## src/rtl/ping_pong_rd.sv

```systemverilog
`default_nettype none
// ============================================================================
//  Module      : ping_pong_rd
//  Description : Consumer side of a two-bank ping-pong buffer. Waits for the
//                expected bank to be marked full, reads it address by address
//                through a credit-limited pipeline into a 2-entry skid FIFO,
//                streams the words out on valid/ready and pulses a release for
//                the bank once its last word has been accepted downstream.
//  Revision    : 1.0 - initial release
// ============================================================================
module ping_pong_rd #(
  parameter int DATA_W = 4,
  parameter int ADDR_W = 10,
  parameter int DEPTH  = 1024
) (
  input  logic              clk_100,
  input  logic              rst_n,
  input  logic [1:0]        bank_full,
  output logic [1:0]        bank_release,
  output logic              ram_a_en,
  output logic [ADDR_W-1:0] ram_a_addr,
  input  logic [DATA_W-1:0] ram_a_dout,
  output logic              ram_b_en,
  output logic [ADDR_W-1:0] ram_b_addr,
  input  logic [DATA_W-1:0] ram_b_dout,
  output logic [DATA_W-1:0] m_data,
  output logic              m_valid,
  input  logic              m_ready,
  output logic              m_last,
  output logic              m_bank,
  output logic              err_ovr
);

  localparam logic [1:0] c_ST_IDLE  = 2'd0;
  localparam logic [1:0] c_ST_READ  = 2'd1;
  localparam logic [1:0] c_ST_DRAIN = 2'd2;

  localparam logic [ADDR_W-1:0] c_LAST_ADDR = ADDR_W'(DEPTH - 1);

  // Control state
  logic [1:0]        r_state;
  logic              r_next_bank;
  logic              r_cur_bank;
  logic [ADDR_W-1:0] r_rd_addr;
  logic [1:0]        r_release;
  logic              r_err_ovr;

  // One-deep read pipeline: a read issued last cycle returns data this cycle
  logic              r_inflight;
  logic              r_infl_last;

  // Two-entry skid FIFO holding returned words until accepted downstream
  logic [DATA_W-1:0] r_fifo_data [2];
  logic [1:0]        r_fifo_last;
  logic              r_wr_ptr;
  logic              r_rd_ptr;
  logic [1:0]        r_count;

  logic [1:0]        w_credit;
  logic              w_pop;
  logic              w_push;
  logic              w_issue;
  logic              w_head_last;
  logic [DATA_W-1:0] w_rd_data;
  logic              w_active;

  // Words already owed to the FIFO: stored entries plus the read on the way.
  assign w_credit    = r_count + {1'b0, r_inflight};
  assign m_valid     = (r_count != 2'd0);
  assign w_pop       = m_valid & m_ready;
  assign w_push      = r_inflight;
  assign w_head_last = r_fifo_last[r_rd_ptr];

  // A new read may start only if its word is guaranteed a FIFO slot, either
  // because there is spare room or because the head leaves this very cycle.
  assign w_issue = (r_state == c_ST_READ) && ((w_credit < 2'd2) || w_pop);

  // Only the bank being consumed drives its port; the other stays all-zero.
  assign ram_a_en   = w_issue & ~r_cur_bank;
  assign ram_b_en   = w_issue &  r_cur_bank;
  assign ram_a_addr = ram_a_en ? r_rd_addr : '0;
  assign ram_b_addr = ram_b_en ? r_rd_addr : '0;

  assign w_rd_data = r_cur_bank ? ram_b_dout : ram_a_dout;

  // Stream outputs are forced to zero whenever nothing is presented.
  assign m_data = m_valid ? r_fifo_data[r_rd_ptr] : '0;
  assign m_last = m_valid & w_head_last;
  assign m_bank = m_valid & r_cur_bank;

  assign bank_release = r_release;
  assign err_ovr      = r_err_ovr;

  assign w_active = (r_state == c_ST_READ) || (r_state == c_ST_DRAIN);

  // Bank sequencing: wait for the expected bank, read it, drain, release it.
  always_ff @(posedge clk_100 or negedge rst_n) begin
    if (!rst_n) begin
      r_state     <= c_ST_IDLE;
      r_next_bank <= 1'b0;
      r_cur_bank  <= 1'b0;
      r_rd_addr   <= '0;
      r_release   <= 2'b00;
    end else begin
      r_release <= 2'b00;
      case (r_state)
        c_ST_IDLE: begin
          // Only the bank whose turn it is can start, keeping strict A/B order.
          if (bank_full[r_next_bank]) begin
            r_cur_bank <= r_next_bank;
            r_rd_addr  <= '0;
            r_state    <= c_ST_READ;
          end
        end
        c_ST_READ: begin
          if (w_issue) begin
            if (r_rd_addr == c_LAST_ADDR) begin
              r_rd_addr <= '0;
              r_state   <= c_ST_DRAIN;
            end else begin
              r_rd_addr <= r_rd_addr + 1'b1;
            end
          end
        end
        c_ST_DRAIN: begin
          if (w_pop && w_head_last) begin
            r_release   <= r_cur_bank ? 2'b10 : 2'b01;
            r_next_bank <= ~r_next_bank;
            r_state     <= c_ST_IDLE;
          end
        end
        default: begin
          r_state <= c_ST_IDLE;
        end
      endcase
    end
  end

  // Track the read issued this cycle so its data is captured next cycle.
  always_ff @(posedge clk_100 or negedge rst_n) begin
    if (!rst_n) begin
      r_inflight  <= 1'b0;
      r_infl_last <= 1'b0;
    end else begin
      r_inflight  <= w_issue;
      r_infl_last <= w_issue && (r_rd_addr == c_LAST_ADDR);
    end
  end

  // Skid FIFO: capture returning words, release them on handshake.
  always_ff @(posedge clk_100 or negedge rst_n) begin
    if (!rst_n) begin
      r_fifo_data[0] <= '0;
      r_fifo_data[1] <= '0;
      r_fifo_last    <= 2'b00;
      r_wr_ptr       <= 1'b0;
      r_rd_ptr       <= 1'b0;
      r_count        <= 2'd0;
    end else begin
      if (w_push) begin
        r_fifo_data[r_wr_ptr] <= w_rd_data;
        r_fifo_last[r_wr_ptr] <= r_infl_last;
        r_wr_ptr              <= ~r_wr_ptr;
      end
      if (w_pop) begin
        r_rd_ptr <= ~r_rd_ptr;
      end
      case ({w_push, w_pop})
        2'b10:   r_count <= r_count + 2'd1;
        2'b01:   r_count <= r_count - 2'd1;
        default: r_count <= r_count;
      endcase
    end
  end

  // Sticky overrun: the writer withdrew the bank while it was still in use.
  always_ff @(posedge clk_100 or negedge rst_n) begin
    if (!rst_n) begin
      r_err_ovr <= 1'b0;
    end else if (w_active && !bank_full[r_cur_bank]) begin
      r_err_ovr <= 1'b1;
    end
  end

endmodule
`default_nettype wire

```

## config.mk

```make
export PLATFORM = sky130hd
export DESIGN_NAME = ping_pong_rd
export DESIGN_NICKNAME = d
export VERILOG_FILES = /design/src/rtl/ping_pong_rd.sv
export SDC_FILE = /design/constraint.sdc
export NUM_CORES = 1
export LEC_CHECK = 0
export CAP_MARGIN = 20
export CORE_MARGIN = 3
export CORE_UTILIZATION = 53
export CTS_CLUSTER_DIAMETER = 40
export CTS_CLUSTER_SIZE = 14
export DETAILED_ROUTE_END_ITERATION = 12
export GPL_ROUTABILITY_DRIVEN = 0
export PLACE_DENSITY = 0.94
export SYNTH_ARGS = -nofsm -noshare
export SYNTH_HDL_FRONTEND = slang
export SYNTH_SLANG_ARGS = --single-unit
```

## constraint.sdc

```tcl
create_clock -name clk_100 -period 4.65 [get_ports clk_100]
set_clock_uncertainty 0.15 [all_clocks]
set_input_delay 0.93 -clock clk_100 [delete_from_list [all_inputs] [get_ports clk_100]]
set_output_delay 0.93 -clock clk_100 [all_outputs]
set_load 0.05 [all_outputs]
```

# Word level (Yosys, flattened, before mapping)
# Cells that the tools add are included.
[classes] n_addsub=4 magnitude_cmp=9 n_eq_ne=9 n_mux=32 bitwise=11 n_reduce_logical=17
[ops] operator="$mux W10" n=5
[ops] operator="$mux W4" n=6
[ops] operator="$pmux W10 S2" n=1
[ops] operator="$mux W2" n=7
[ops] operator="$add A10 B1 Y10 const B" n=1
[ops] operator="$eq A10 B10 Y1 const B" n=1
[ops] operator="$bwmux W8" n=1
[ops] operator="$lt A1 B2 Y1 const B" n=4
[ops] operator="$mux W1" n=7
[ops] operator="$logic_and A1 B1 Y1" n=6
[ops] operator="$pmux W2 S3" n=1
[ops] operator="$reduce_bool A2 Y1" n=3
[ops] operator="$and A1 B1 Y1" n=5
[ops] operator="$demux W4 S1" n=1
[ops] operator="$eq A2 B1 Y1 const B" n=2
[ops] operator="$eq A2 B2 Y1 const B" n=2
[ops] operator="$ge A2 B2 Y1 const B" n=2
[ops] operator="$ne A2 B1 Y1 const B" n=2
[ops] operator="$ne A2 B2 Y1 const B" n=2
[ops] operator="$not A1 Y1" n=4
[ops] operator="$not A1 Y2" n=2
[ops] operator="$pmux W2 S2" n=1
[ops] operator="$reduce_and A2 Y1" n=2
[ops] operator="$reduce_and A4 Y1" n=1
[ops] operator="12 further kinds" n=13
[totals] ff_bits=33 in_bits=13 out_inout_bits=32 word_cells=96

# Depth between registers and ports, before layout
[logic_depth] word_depth=6 depth_mapped=8

# Worst setup path after synthesis
# OpenSTA, ideal clock, no wires.
[synth_timing] kind="in2out" start="input port m_ready" end="output port ram_a_addr[0]" arrival_ns=1.851 required_ns=3.570 setup_slack_ns=1.719 stages=5 n_path_buf=1 path_cell_list="a21o_1 -> nand2_1 -> inv_1 -> clkbuf_1 -> and3_1"
[synth_between] elab_chain_cells=5
[synth_rtl] element="start, declared" line_no="28" text="input logic m_ready,"
[synth_rtl] element="$and A1 B1 Y1" line_no="70" text="assign w_pop = m_valid & m_ready;"
[synth_rtl] element="$logic_or A1 B1 Y1" line_no="76" text="assign w_issue = (r_state == c_ST_READ) && ((w_credit < 2'd2) || w_pop);"
[synth_rtl] element="$logic_and A1 B1 Y1" line_no="76"
[synth_rtl] element="$and A1 B1 Y1" line_no="79" text="assign ram_a_en = w_issue & ~r_cur_bank;"
[synth_rtl] element="$mux W10" line_no="81" text="assign ram_a_addr = ram_a_en ? r_rd_addr : '0;"
[synth_rtl] element="end, declared" line_no="21" text="output logic [ADDR_W-1:0] ram_a_addr,"
# No other way between the ends.

# Worst setup path in the final report
[layout_timing] start="input port m_ready" end="output port ram_a_addr[2]"
# The elaborated chain is that of the path after synthesis.

==> run summary <==
The leakage power figure is 1.11 nW. For this run, design rule violations remaining after detail routing come to 0. The worst supply voltage drop on vdd came out at 0.370 mV.

The via count of the first global-routing pass came out at 1543. The number of enable flip-flop cells after synthesis came out at 0. Gates resized during post-CTS repair numbered 0. For the final routed database, the setup TNS stands at 0 ns. The worst slack after detailed placement is around 0.42 ns. Walking the worst path, the cells encountered are clkdlybuf4s50_1 -> a21o_1 -> nand2_1 -> inv_1 -> and3_1 -> clkdlybuf4s50_1. The synthesized area is 1860 um^2. On the critical path, the stage with the largest delay is an instance of sky130_fd_sc_hd__clkdlybuf4s50_1.

The core area came out at approximately 3200 um^2. The share of synthesized registers carrying an async set or reset came out at 100%. Data on the critical path is required at its endpoint by 3.57 ns.

The sink count of the clock tree is 33. The sum of buffers and inverters on the critical path came out at 3. The largest net degree at the start of global routing came out at 34. The tree is rooted in a sky130_fd_sc_hd__clkbuf_4. The number of antenna violations at the first check in global routing was 0. The initial standard-cell utilization of the core came out at 58.2%. After clock tree synthesis, the clock-pin slew on the worst setup and hold paths is 0.09 ns.

The critical path in this run is classified as in2out. The total length of routed met3 wires is between 300 and 400 um. The post-synthesis sequential element count is 33. The global-route congestion overflow total came out at 0. The number of antenna diodes in the final layout is 0.

Dividing the detail-routed via count by the number of cells gives ~5.6. The count of maximum capacitance violations came out at 0. The minimum clock period after layout is 4.23 ns. The power per cell area came out at between 500 and 600 nW/um^2.

In the final layout, the share of cells above drive strength 1 is 7.63%. In this run the top signal layer used is met4. Buffers added to address setup during post-CTS repair amount to 0. The layout has 240 filler cells. The final critical-path setup slack came out at 0.421 ns. STA classifies the critical path startpoint as a primary input. The number of clock buffers inserted by TritonCTS came out at 5. The run finished with clean final reports. The area taken by multi-input logic gates came out at 952 um^2. The wire length per cell after detailed routing is around 14 um.

The CTS tree is built. The number of detailed-route iterations in the first pass came out at 4. The nature of the critical path endpoint is an output port.

The clock latency at the later pin of the worst-skew pair came out at 0.34 ns. The number of vias after detailed routing came out at 1568. The count of nets left with antenna violations once routing finished came out at 0. between 40 and 50 I/O pins were placed.

The number of pins exceeding their max-slew limit in the final report is 0. The violation count after the first detailed-route iteration is 97. Global routing consumed, over all layers together, approximately 21% of the routing resources. The met2 wirelength from detailed routing is 1870 um. Setup repair after global routing left no endpoint under its margin.

The final critical-path share of the clock period came out at 91.0%. The worst slew margin relative to its limit is 53.9%. The most numerous cell type found on the critical path is sky130_fd_sc_hd__clkdlybuf4s50_1.

For this run, the top clock speed supported by timing is 0.236 GHz. The worst hold path belongs to the class reg2reg. During placement, the flow inserted port buffers numbering 44.

The detailed router put a total of 1820 um of wire on met1. The number of nets in the synthesized netlist came out at between 200 and 250. The number of nets in the layout is approximately 250. After synthesis, flip-flops and latches occupy 44.3% of the total area. The sequential standard cell area came out at 826 um^2. In this design, the stage delay of the slowest critical-path cell is 0.81 ns. In this run the deepest clock path goes through 2 buffers.

The total number of yosys warnings is 0. The distinct cell type count of the synthesized netlist came out at 40. The floorplan die area came out at 4260 um^2. The deepest level of the CTS H-tree is 2. For this block, the routed nets add up to 4060 um of wire. The number of endpoints failing setup at the final stage is 0. The synthesized instance count came out at roughly 190. The number of hold buffers added after CTS was 0.

The endpoint arrival time on the critical path is 3.15 ns. The first-pass GRT wire length is 7080 um. The signed area change from the synthesized netlist to the final layout came out at 29.8%. The family with the most delay on the worst path is buffers and inverters. Of all nets on the critical path, the largest fanout is 21. The HPWL after detailed placement is 3060 um. The die boundary height is 65.3 um. On the final layout, the worst hold slack is between 0.3 and 0.4 ns. The die width came out at 65.3 um. Overall power consumption after layout is estimated at 1.37 mW.

The count of endpoints failing hold in the final timing report came to 0. The floorplan has 20 rows. Among all flip-flop cells after synthesis, the most frequent one is sky130_fd_sc_hd__dfrtp_1. Cells fill 75.5% of the core in the end. After synthesis, the mean cell area works out to 9.65 um^2.

The slew at the pin closest to its max-slew limit came out at just under 0.7 ns.
-- cell type report --
type | count | area share [%]
Multi-Input combinational cell | 141 | 39.4
Clock buffer | 5 | 1.55
Timing Repair Buffer | 45 | 18.5
Sequential cell | 33 | 34.2
Inverter | 9 | 1.40
Tap cell | 44 | 2.28
Clock inverter | 3 | 2.69
-- final timing paths --
check | start | endpoint | slack [ns] | cells after the start
setup / recovery | m_ready | ram_a_addr[2] | 0.42 | 6
hold / removal | err_ovr | err_ovr | 0.33 | 1
setup reg to reg | r_state[1] | r_rd_addr[3] | 2.41 | 7
hold reg to reg | err_ovr | err_ovr | 0.33 | 1
max in group asynchronous | rst_n | r_inflight | 3.23 | 2
min in group asynchronous | rst_n | r_next_bank | 0.84 | 2
-- per-layer routing --
| metal | vias up | track usage (%) |
|---|---|---|
| met2 | 50 | 33.9 |
| met4 | 0 | 7.51 |
| met3 | 9 | 6.15 |
| met5 | - | 0 |
| li1 | 748 | - |
| met1 | 761 | 28.1 |
-- kinds of logic after synthesis --
group                      after synthesis  share of synthesized area [%]
DFF                                     33                           44.3
xor gates and xnor gates                11                           5.17
buffers and inverters                   19                           4.57
AOI/OAI and AO/OA                       28                           10.1
adders and majority gates                6                           4.03
muxes                                   15                           8.53
and+or+nand+nor                         81                           23.2
-- placed cells by master, fill, tap and decap left out, drive strengths merged, types with 2 or more instances in the layout --
cell and instances:
xnor2 9, ha 6, dfrtp 33, inv 9, xor2 2, a21oi 8, clkdlybuf4s50 44, nor2 27
and3 22, bufinv 2, nand2 12, nor3 2, nor4 2, o21ai 11, a21o 2, and4 2
nand3 5, a22o 2, mux2i 11, mux2 4, clkbuf 5
-- stage by stage --
step | cell area (um^2) | cells
after floorplan | 1860 | 193
after CTS | 2420 | 280
after detailed placement | 2310 | 272
after global routing | 2420 | 280
final | 2420 | 280
after global placement | 2310 | 272
-- report_power, final --
group / total (mW) / internal [mW] / switching, mW
sequential: 0.439 / 0.361 / 0.0780
clock: 0.265 / 0.166 / 0.0987
combinational: 0.671 / 0.251 / 0.420
total: 1.37 / 0.778 / 0.597
-- cells in the mapped netlist (all sizes together), types with 4 or more instances --
cell type	number	area (um^2)
mux2	4	48.8
nor2	27	104
nand2	12	45.0
xnor2	9	78.8
ha	6	75.1
nand3	5	25.0
dfrtp	33	826
o21ai	11	55.1
a21oi	8	40.0
buf	4	28.8
inv	9	33.8
clkbuf	6	22.5
and3	22	138
mux2i	11	110
-- sequential cells by signal, summed over array words and instances (netlist names), 2 cells and up --
| name | flops |
|---|---|
| bank_release | 2 |
| r_count | 2 |
| r_fifo_data | 8 |
| r_fifo_last | 2 |
| r_rd_addr | 10 |
| r_state | 2 |
-- worst reg2reg max path, cell delays in order, from the launching register on --
cell and delay (ns):
sky130_fd_sc_hd__dfrtp_1 0.39, sky130_fd_sc_hd__inv_1 0.12, sky130_fd_sc_hd__ha_1 0.36, sky130_fd_sc_hd__inv_1 0.18
sky130_fd_sc_hd__mux2_4 0.35, sky130_fd_sc_hd__or2_4 0.28, sky130_fd_sc_hd__nor2_1 0.18, sky130_fd_sc_hd__a22o_1 0.17
(Power assumes the default switching activity.)
